File: src/rtl/fetch_unit.sv
// -----------------------------------------------------------------------------
// fetch_unit
//
// Instruction-fetch initiator. Owns the PC (a word index) and the
// BOOT/RUN/HALT fetch state machine. It presents the PC to inst_mem and
// latches the returned word into the IF/ID pipeline register. It also applies
// stall and branch/jump redirects that come from downstream stages.
//
// Optional feature macro: FETCH_FLUSH_EN
//   defined   : a redirect in RUN squashes the wrong-path word. IF/ID gets
//               NOP_WORD with valid=0, whatever the value of stall.
//   undefined : delay-slot behaviour. A redirect in RUN still issues the
//               current word, or holds IF/ID if stall=1. A redirect on the
//               HALT_PC word issues that word but does not enter HALT.
//
// Ports
//   clk          in   1  : single clock
//   rst          in   1  : synchronous active-high reset
//   stall        in   1  : hold the PC and IF/ID (ignored in BOOT and HALT)
//   redirect     in   1  : branch/jump taken (ignored in BOOT)
//   redirect_pc  in  32  : word-index redirect target
//   inst_addr    out 32  : word address to inst_mem, driven straight from the PC flop
//   inst_data    in  32  : combinational read data from inst_mem
//   ifid_instr   out 32  : latched instruction
//   ifid_npc     out 32  : latched PC+1
//   ifid_valid   out  1  : the IF/ID entry is a real instruction
//   halted       out  1  : fetch state is HALT
//   fetch_count  out 32  : number of instructions issued (saturating)
//   dbg_state    out  2  : current FSM state (0=BOOT, 1=RUN, 2=HALT)
//
// Handshake: no valid/ready pairing. The downstream stage qualifies the IF/ID
// contents with ifid_valid. It throttles fetch with stall and steers it with
// redirect/redirect_pc. Both are sampled on every rising clk edge.
// -----------------------------------------------------------------------------
module fetch_unit #(
  parameter logic [31:0] RESET_PC = 32'd0,
  parameter logic [31:0] HALT_PC  = 32'd127,
  parameter logic [31:0] NOP_WORD = 32'h8000_0000
) (
  input  logic        clk,
  input  logic        rst,
  input  logic        stall,
  input  logic        redirect,
  input  logic [31:0] redirect_pc,
  output logic [31:0] inst_addr,
  input  logic [31:0] inst_data,
  output logic [31:0] ifid_instr,
  output logic [31:0] ifid_npc,
  output logic        ifid_valid,
  output logic        halted,
  output logic [31:0] fetch_count,
  output logic [1:0]  dbg_state
);

  typedef enum logic [1:0] {
    S_BOOT = 2'd0,
    S_RUN  = 2'd1,
    S_HALT = 2'd2
  } state_t;

  state_t      r_state;
  logic [31:0] r_pc;
  logic [31:0] r_instr;
  logic [31:0] r_npc;
  logic        r_valid;
  logic        r_halted;
  logic [31:0] r_count;

  logic [31:0] w_pc_inc;
  logic [31:0] w_count_inc;

  // The PC wraps modulo 2^32. The fetch counter sticks at all-ones.
  assign w_pc_inc    = r_pc + 32'd1;
  assign w_count_inc = (r_count == 32'hFFFF_FFFF) ? r_count : (r_count + 32'd1);

  always_ff @(posedge clk) begin
    if (rst) begin
      r_state  <= S_BOOT;
      r_pc     <= RESET_PC;
      r_instr  <= NOP_WORD;
      r_npc    <= 32'd0;
      r_valid  <= 1'b0;
      r_halted <= 1'b0;
      r_count  <= 32'd0;
    end else begin
      case (r_state)
        // BOOT is a one-cycle settle. The PC is held and redirect is ignored.
        S_BOOT: begin
          r_state <= S_RUN;
        end

        S_RUN: begin
          if (redirect) begin
            r_pc <= redirect_pc;
`ifdef FETCH_FLUSH_EN
            r_instr <= NOP_WORD;
            r_valid <= 1'b0;
`else
            // Delay slot: the current word still issues, unless stalled.
            // No HALT check here, because the redirect overrides it.
            if (!stall) begin
              r_instr <= inst_data;
              r_npc   <= w_pc_inc;
              r_valid <= 1'b1;
              r_count <= w_count_inc;
            end
`endif
          end else if (!stall) begin
            r_instr <= inst_data;
            r_npc   <= w_pc_inc;
            r_valid <= 1'b1;
            r_count <= w_count_inc;
            // Issuing HALT_PC parks the PC on that word.
            if (r_pc == HALT_PC) begin
              r_state  <= S_HALT;
              r_halted <= 1'b1;
            end else begin
              r_pc <= w_pc_inc;
            end
          end
        end

        // HALT feeds bubbles and waits for a redirect. stall is ignored.
        // ifid_npc keeps its last value.
        S_HALT: begin
          r_instr <= NOP_WORD;
          r_valid <= 1'b0;
          if (redirect) begin
            r_pc     <= redirect_pc;
            r_state  <= S_RUN;
            r_halted <= 1'b0;
          end
        end

        default: begin
          r_state <= S_BOOT;
        end
      endcase
    end
  end

  assign inst_addr   = r_pc;
  assign ifid_instr  = r_instr;
  assign ifid_npc    = r_npc;
  assign ifid_valid  = r_valid;
  assign halted      = r_halted;
  assign fetch_count = r_count;
  assign dbg_state   = r_state;

endmodule

File: config.mk
export PLATFORM = sky130hd
export DESIGN_NAME = fetch_unit
export DESIGN_NICKNAME = d
export VERILOG_FILES = /design/src/rtl/fetch_unit.sv
export SDC_FILE = /design/constraint.sdc
export NUM_CORES = 1
export LEC_CHECK = 0
export ABC_CLOCK_PERIOD_IN_PS = 2600
export CORE_ASPECT_RATIO = 0.9
export CORE_MARGIN = 3
export CORE_UTILIZATION = 35
export CTS_CLUSTER_DIAMETER = 60
export DETAILED_ROUTE_END_ITERATION = 10
export GPL_ROUTABILITY_DRIVEN = 0
export GPL_TIMING_DRIVEN = 0
export HOLD_SLACK_MARGIN = 0.03
export PLACE_DENSITY_LB_ADDON = 0.25
export REMOVE_ABC_BUFFERS = 1
export SLEW_MARGIN = 10
export SYNTH_ARGS = -nofsm -noshare
export SYNTH_HDL_FRONTEND = slang
export SYNTH_SLANG_ARGS = --single-unit
File: constraint.sdc
create_clock -name clk -period 2.6 [get_ports clk]
set_input_delay 0.52 -clock clk [delete_from_list [all_inputs] [get_ports clk]]
set_output_delay 0.52 -clock clk [all_outputs]
set_load 0.01 [all_outputs]
==> tab_implementation.tex <==
\begin{tabular}{lr}
\hline
Metric & Value \\
\hline
\multicolumn{2}{l}{\textbf{Floorplan}} \\
Die height & about 140 um \\
Row count & 46 \\
Initial Util & between 30\% and 40\% \\
Width of the die & about 150 um \\
I/O pin count & 200 \\
Area enclosed by the die boundary & $\sim$0.020 mm2 \\
Core region area & $\sim$0.018 mm2 \\
\multicolumn{2}{l}{\textbf{Power and ir drop}} \\
Cell leakage power & 3.14 nW \\
Power dissipated by switching net loads & around 1.4 mW \\
Relative contribution of combinational cells to total power & between 10\% and 20\% \\
Switching part of the total & a little under a quarter \\
Internal power consumption & between 4 and 5 mW \\
Clock share of power & a little over 50\% \\
Peak ir drop on the vdd network & 0.428 mV \\
Total power divided by cell area & slightly above 600 mW/mm2 \\
Sequential Power Share & a little under two fifths \\
\multicolumn{2}{l}{\textbf{Global routing}} \\
Via count of the first global-routing pass & 6295 \\
Sum of overflow across all layers after global routing & 0 \\
First-pass GRT wire length & between 30 and 40 mm \\
Global Route Usage Sum & between 20\% and 30\% \\
Initial antenna violation count & 2 \\
Pin count of the biggest net entering global routing & 62 \\
\multicolumn{2}{l}{\textbf{Routing}} \\
Count of TritonRoute iterations in the first routing pass & 6 \\
Starting DRT DRC Count & 536 \\
WL per Instance & 18.2 um \\
Post-DR vias/cell & approximately 5.7 \\
Final antenna-violating net count & 0 \\
Via total after detailed routing & between 6k and 7k \\
Final Routed Wirelength & around 22 mm \\
Remaining routing DRC violations & 0 \\
\multicolumn{2}{l}{\textbf{Final layout}} \\
Post-route cell area & around 0.0095 mm2 \\
Filler cells & about 1.7k \\
Net count, final & between 1k and 1.5k \\
Share of the core filled with cells & approximately 53\% \\
\# diodes & 0 \\
Share of layout cells above drive strength 1 & $\sim$8.2\% \\
Most common cell after layout, fill and taps aside & sky130\_fd\_sc\_hd\_\_clkdlybuf4s50\_1 \\
Post-synthesis to final-layout area growth & 44.7\% \\
Most frequent cells in the layout & sky130\_fd\_sc\_hd\_\_clkdlybuf4s50\_1, sky130\_fd\_sc\_hd\_\_dfxtp\_1, sky130\_fd\_sc\_hd\_\_a21oi\_1 \\
Count of non-filler cells in the finished layout & approximately 1.2k \\
\multicolumn{2}{l}{\textbf{Synth}} \\
Average size of a mapped cell & just over 8 um2 \\
Top cells by area in the synthesized netlist & sky130\_fd\_sc\_hd\_\_dfxtp\_1, sky130\_fd\_sc\_hd\_\_a21oi\_1, sky130\_fd\_sc\_hd\_\_nand3\_1 \\
Number of instances in the synthesized netlist & between 800 and 900 \\
Number of distinct library cell variants in the gate-level netlist after synthesis & 65 \\
Netlist area before placement & between 0.006 and 0.007 mm2 \\
Synth Flop Type & sky130\_fd\_sc\_hd\_\_dfxtp\_1 \\
Number of enable-type register cells in the synthesized netlist & 0 \\
Area fraction of the dominant cell type after synthesis & about two fifths \\
Yosys warning count & 0 \\
Share of synthesized area occupied by flip-flops and latches & between 40\% and 50\% \\
Async S/R FF share, synth & 0\% \\
Cell type with the largest total area after synthesis & sky130\_fd\_sc\_hd\_\_dfxtp\_1 \\
Register bit total from synthesis & between 100 and 150 \\
\multicolumn{2}{l}{\textbf{Timing}} \\
Setup TNS & 0 ns \\
Headroom to the max-slew limit & 20.6\% \\
Post-layout min period & between 2 and 3 ns \\
Clk\_skew & between 0.01 and 0.015 ns \\
Portion of the clock cycle consumed by the worst path in the final layout & a little over nine tenths \\
Unrepaired setup endpoints after global routing & yes \\
Slew of the pin with the lowest slew margin & 1.19 ns \\
Min Hold Slack & between 0.4 and 0.5 ns \\
Final setup viols & 0 \\
Final Hold Fails & 0 \\
Highest clock frequency the design can meet & 395 MHz \\
Final slew viol count & 0 \\
\multicolumn{2}{l}{\textbf{Clock tree}} \\
TritonCTS clock tree & yes \\
Cell at the root of the clock tree & sky130\_fd\_sc\_hd\_\_clkbuf\_16 \\
Number of sinks on the clock net & around 130 \\
Clock-pin slew of the registers on the worst-case setup and hold paths & about 0.060 ns \\
Htree depth & 4 \\
Number of buffers added to fix hold violations after cts & 0 \\
Longest Clk Path Bufs & 2 \\
TritonCTS buffer count & 17 \\
Clock latency at the later pin of the worst-skew pair & about 0.42 ns \\
\multicolumn{2}{l}{\textbf{Worst setup path}} \\
Critical path type & in -> reg \\
Max FO, Critical Path & 31 \\
Critical path required time & 2.95 ns \\
Kind of launch point of the worst setup path & input port \\
Data arrival time of the worst path & $\sim$2.9 ns \\
Endpoint kind of the worst setup timing path & flop \\
\multicolumn{2}{l}{\textbf{Placed design}} \\
Placed Instances & approximately 1.2k \\
Number of input and output port buffers inserted & between 150 and 200 \\
Placed cell area & approximately 0.0087 mm2 \\
Post-detail-place hpwl & between 10 and 15 mm \\
\multicolumn{2}{l}{\textbf{Hold path}} \\
HP Class & reg -> reg \\
\multicolumn{2}{l}{\textbf{Job}} \\
Max-capacitance violation count & 0 \\
\multicolumn{2}{l}{\textbf{Outcome}} \\
Result of the run & completed \\
\hline
\end{tabular}
[repair_timing]
action,4_1_cts,5_1_grt
resized for setup,7,7
setup buffers,4,0
cloned,0,2
pin swaps,1,1
endpoints found under the setup margin,35,47
[layout make-up]
class                      instances  area, um2  share of cell area [%]
timing repair buffer             212       2130                    22.4
clock buffer                      17        425                    4.47
multi-input combinational        598       3660                    38.5
inverter                          12       46.3                   0.487
sequential                       132       2650                    27.8
clock inverter                    15        300                    3.16
tap                              240        300                    3.16
[synthesized netlist by cell type, drive strengths merged, types with 4 or more instances]
| cell type | number |
|---|---|
| and2 | 6 |
| or4 | 14 |
| o31ai | 14 |
| o32ai | 6 |
| a21oi | 84 |
| o41ai | 5 |
| nor3 | 26 |
| nand4 | 25 |
| nand2b | 4 |
| o211ai | 7 |
| or2 | 7 |
| clkbuf | 52 |
| buf | 17 |
| inv | 11 |
| o21a | 9 |
| o221ai | 4 |
| a211oi | 13 |
| nor3b | 5 |
| nand2 | 81 |
| o311ai | 16 |
| o2111ai | 6 |
| xnor2 | 10 |
| o21ai | 43 |
| xor2 | 16 |
| nor4 | 15 |
| or3 | 15 |
| o31a | 6 |
| and3 | 13 |
| nand3 | 65 |
| nor2b | 7 |
| and4 | 8 |
| dfxtp | 132 |
| nor2 | 40 |
[per-stage QoR]
| stage | setup slack [ns] | total power [mW] |
|---|---|---|
| 6_report | 0.0688 | 5.86 |
| 5_1_grt | -0.0173 | 6.06 |
| 4_1_cts | 0.0342 | 5.90 |
| 3_5_place_dp | -0.967 | 2.90 |
| 3_3_place_gp | -8.99 | 2.90 |
| 2_1_floorplan | -4.73 | 2.50 |
[worst paths after layout]
check | start | slack, ns | endpoint | cells after the start
max | stall | 0.07 | fetch_count[31] | 6
min | halted | 0.46 | halted | 2
min reg2reg | halted | 0.46 | halted | 2
max reg2reg | fetch_count[0] | 0.13 | fetch_count[11] | 6
[sequential cells by signal, summed over array words and instances (netlist names)]
name         count
dbg_state        2
fetch_count     32
halted           1
ifid_instr      32
ifid_npc        32
ifid_valid       1
inst_addr       32
[metal layers]
metal	track usage, %	up-vias	share of wire (%)
li1	-	3370	-
met4	4.47	4	0.96
met3	7.97	25	9.9
met1	28.7	3266	44
met5	0	-	0.099
met2	31.5	302	45
[critical path, cell delays in order]
cell                              delay, ns
sky130_fd_sc_hd__clkdlybuf4s50_1       0.56
sky130_fd_sc_hd__or3b_4                0.67
sky130_fd_sc_hd__nor3_4                0.29
sky130_fd_sc_hd__o2111ai_2             0.28
sky130_fd_sc_hd__or3_1                 0.42
sky130_fd_sc_hd__a21oi_1               0.14
[power groups by stage]
| stage | combinational [mW] | clock (mW) | sequential [mW] |
|---|---|---|---|
| 2_1_floorplan | 0.234 | 0 | 2.26 |
| 3_3_place_gp | 0.658 | 0 | 2.24 |
| 3_5_place_dp | 0.661 | 0 | 2.24 |
| 4_1_cts | 0.667 | 3.03 | 2.20 |
| 5_1_grt | 0.727 | 3.12 | 2.22 |
| 6_report | 0.670 | 2.98 | 2.20 |
[logic make-up after synthesis]
kind of cell	Yosys count	synth area share (%)
buffers and inverters	81	5.33
AO/OA/AOI/OAI	228	22.5
flip-flops	132	40.2
XOR/XNOR	26	3.47
adder cells (fa/ha/maj)	2	0.381
multiplexers	5	0.819
AND/OR/NAND/NOR	335	27.2
No activity file was read; power rests on OpenSTA's default activity.
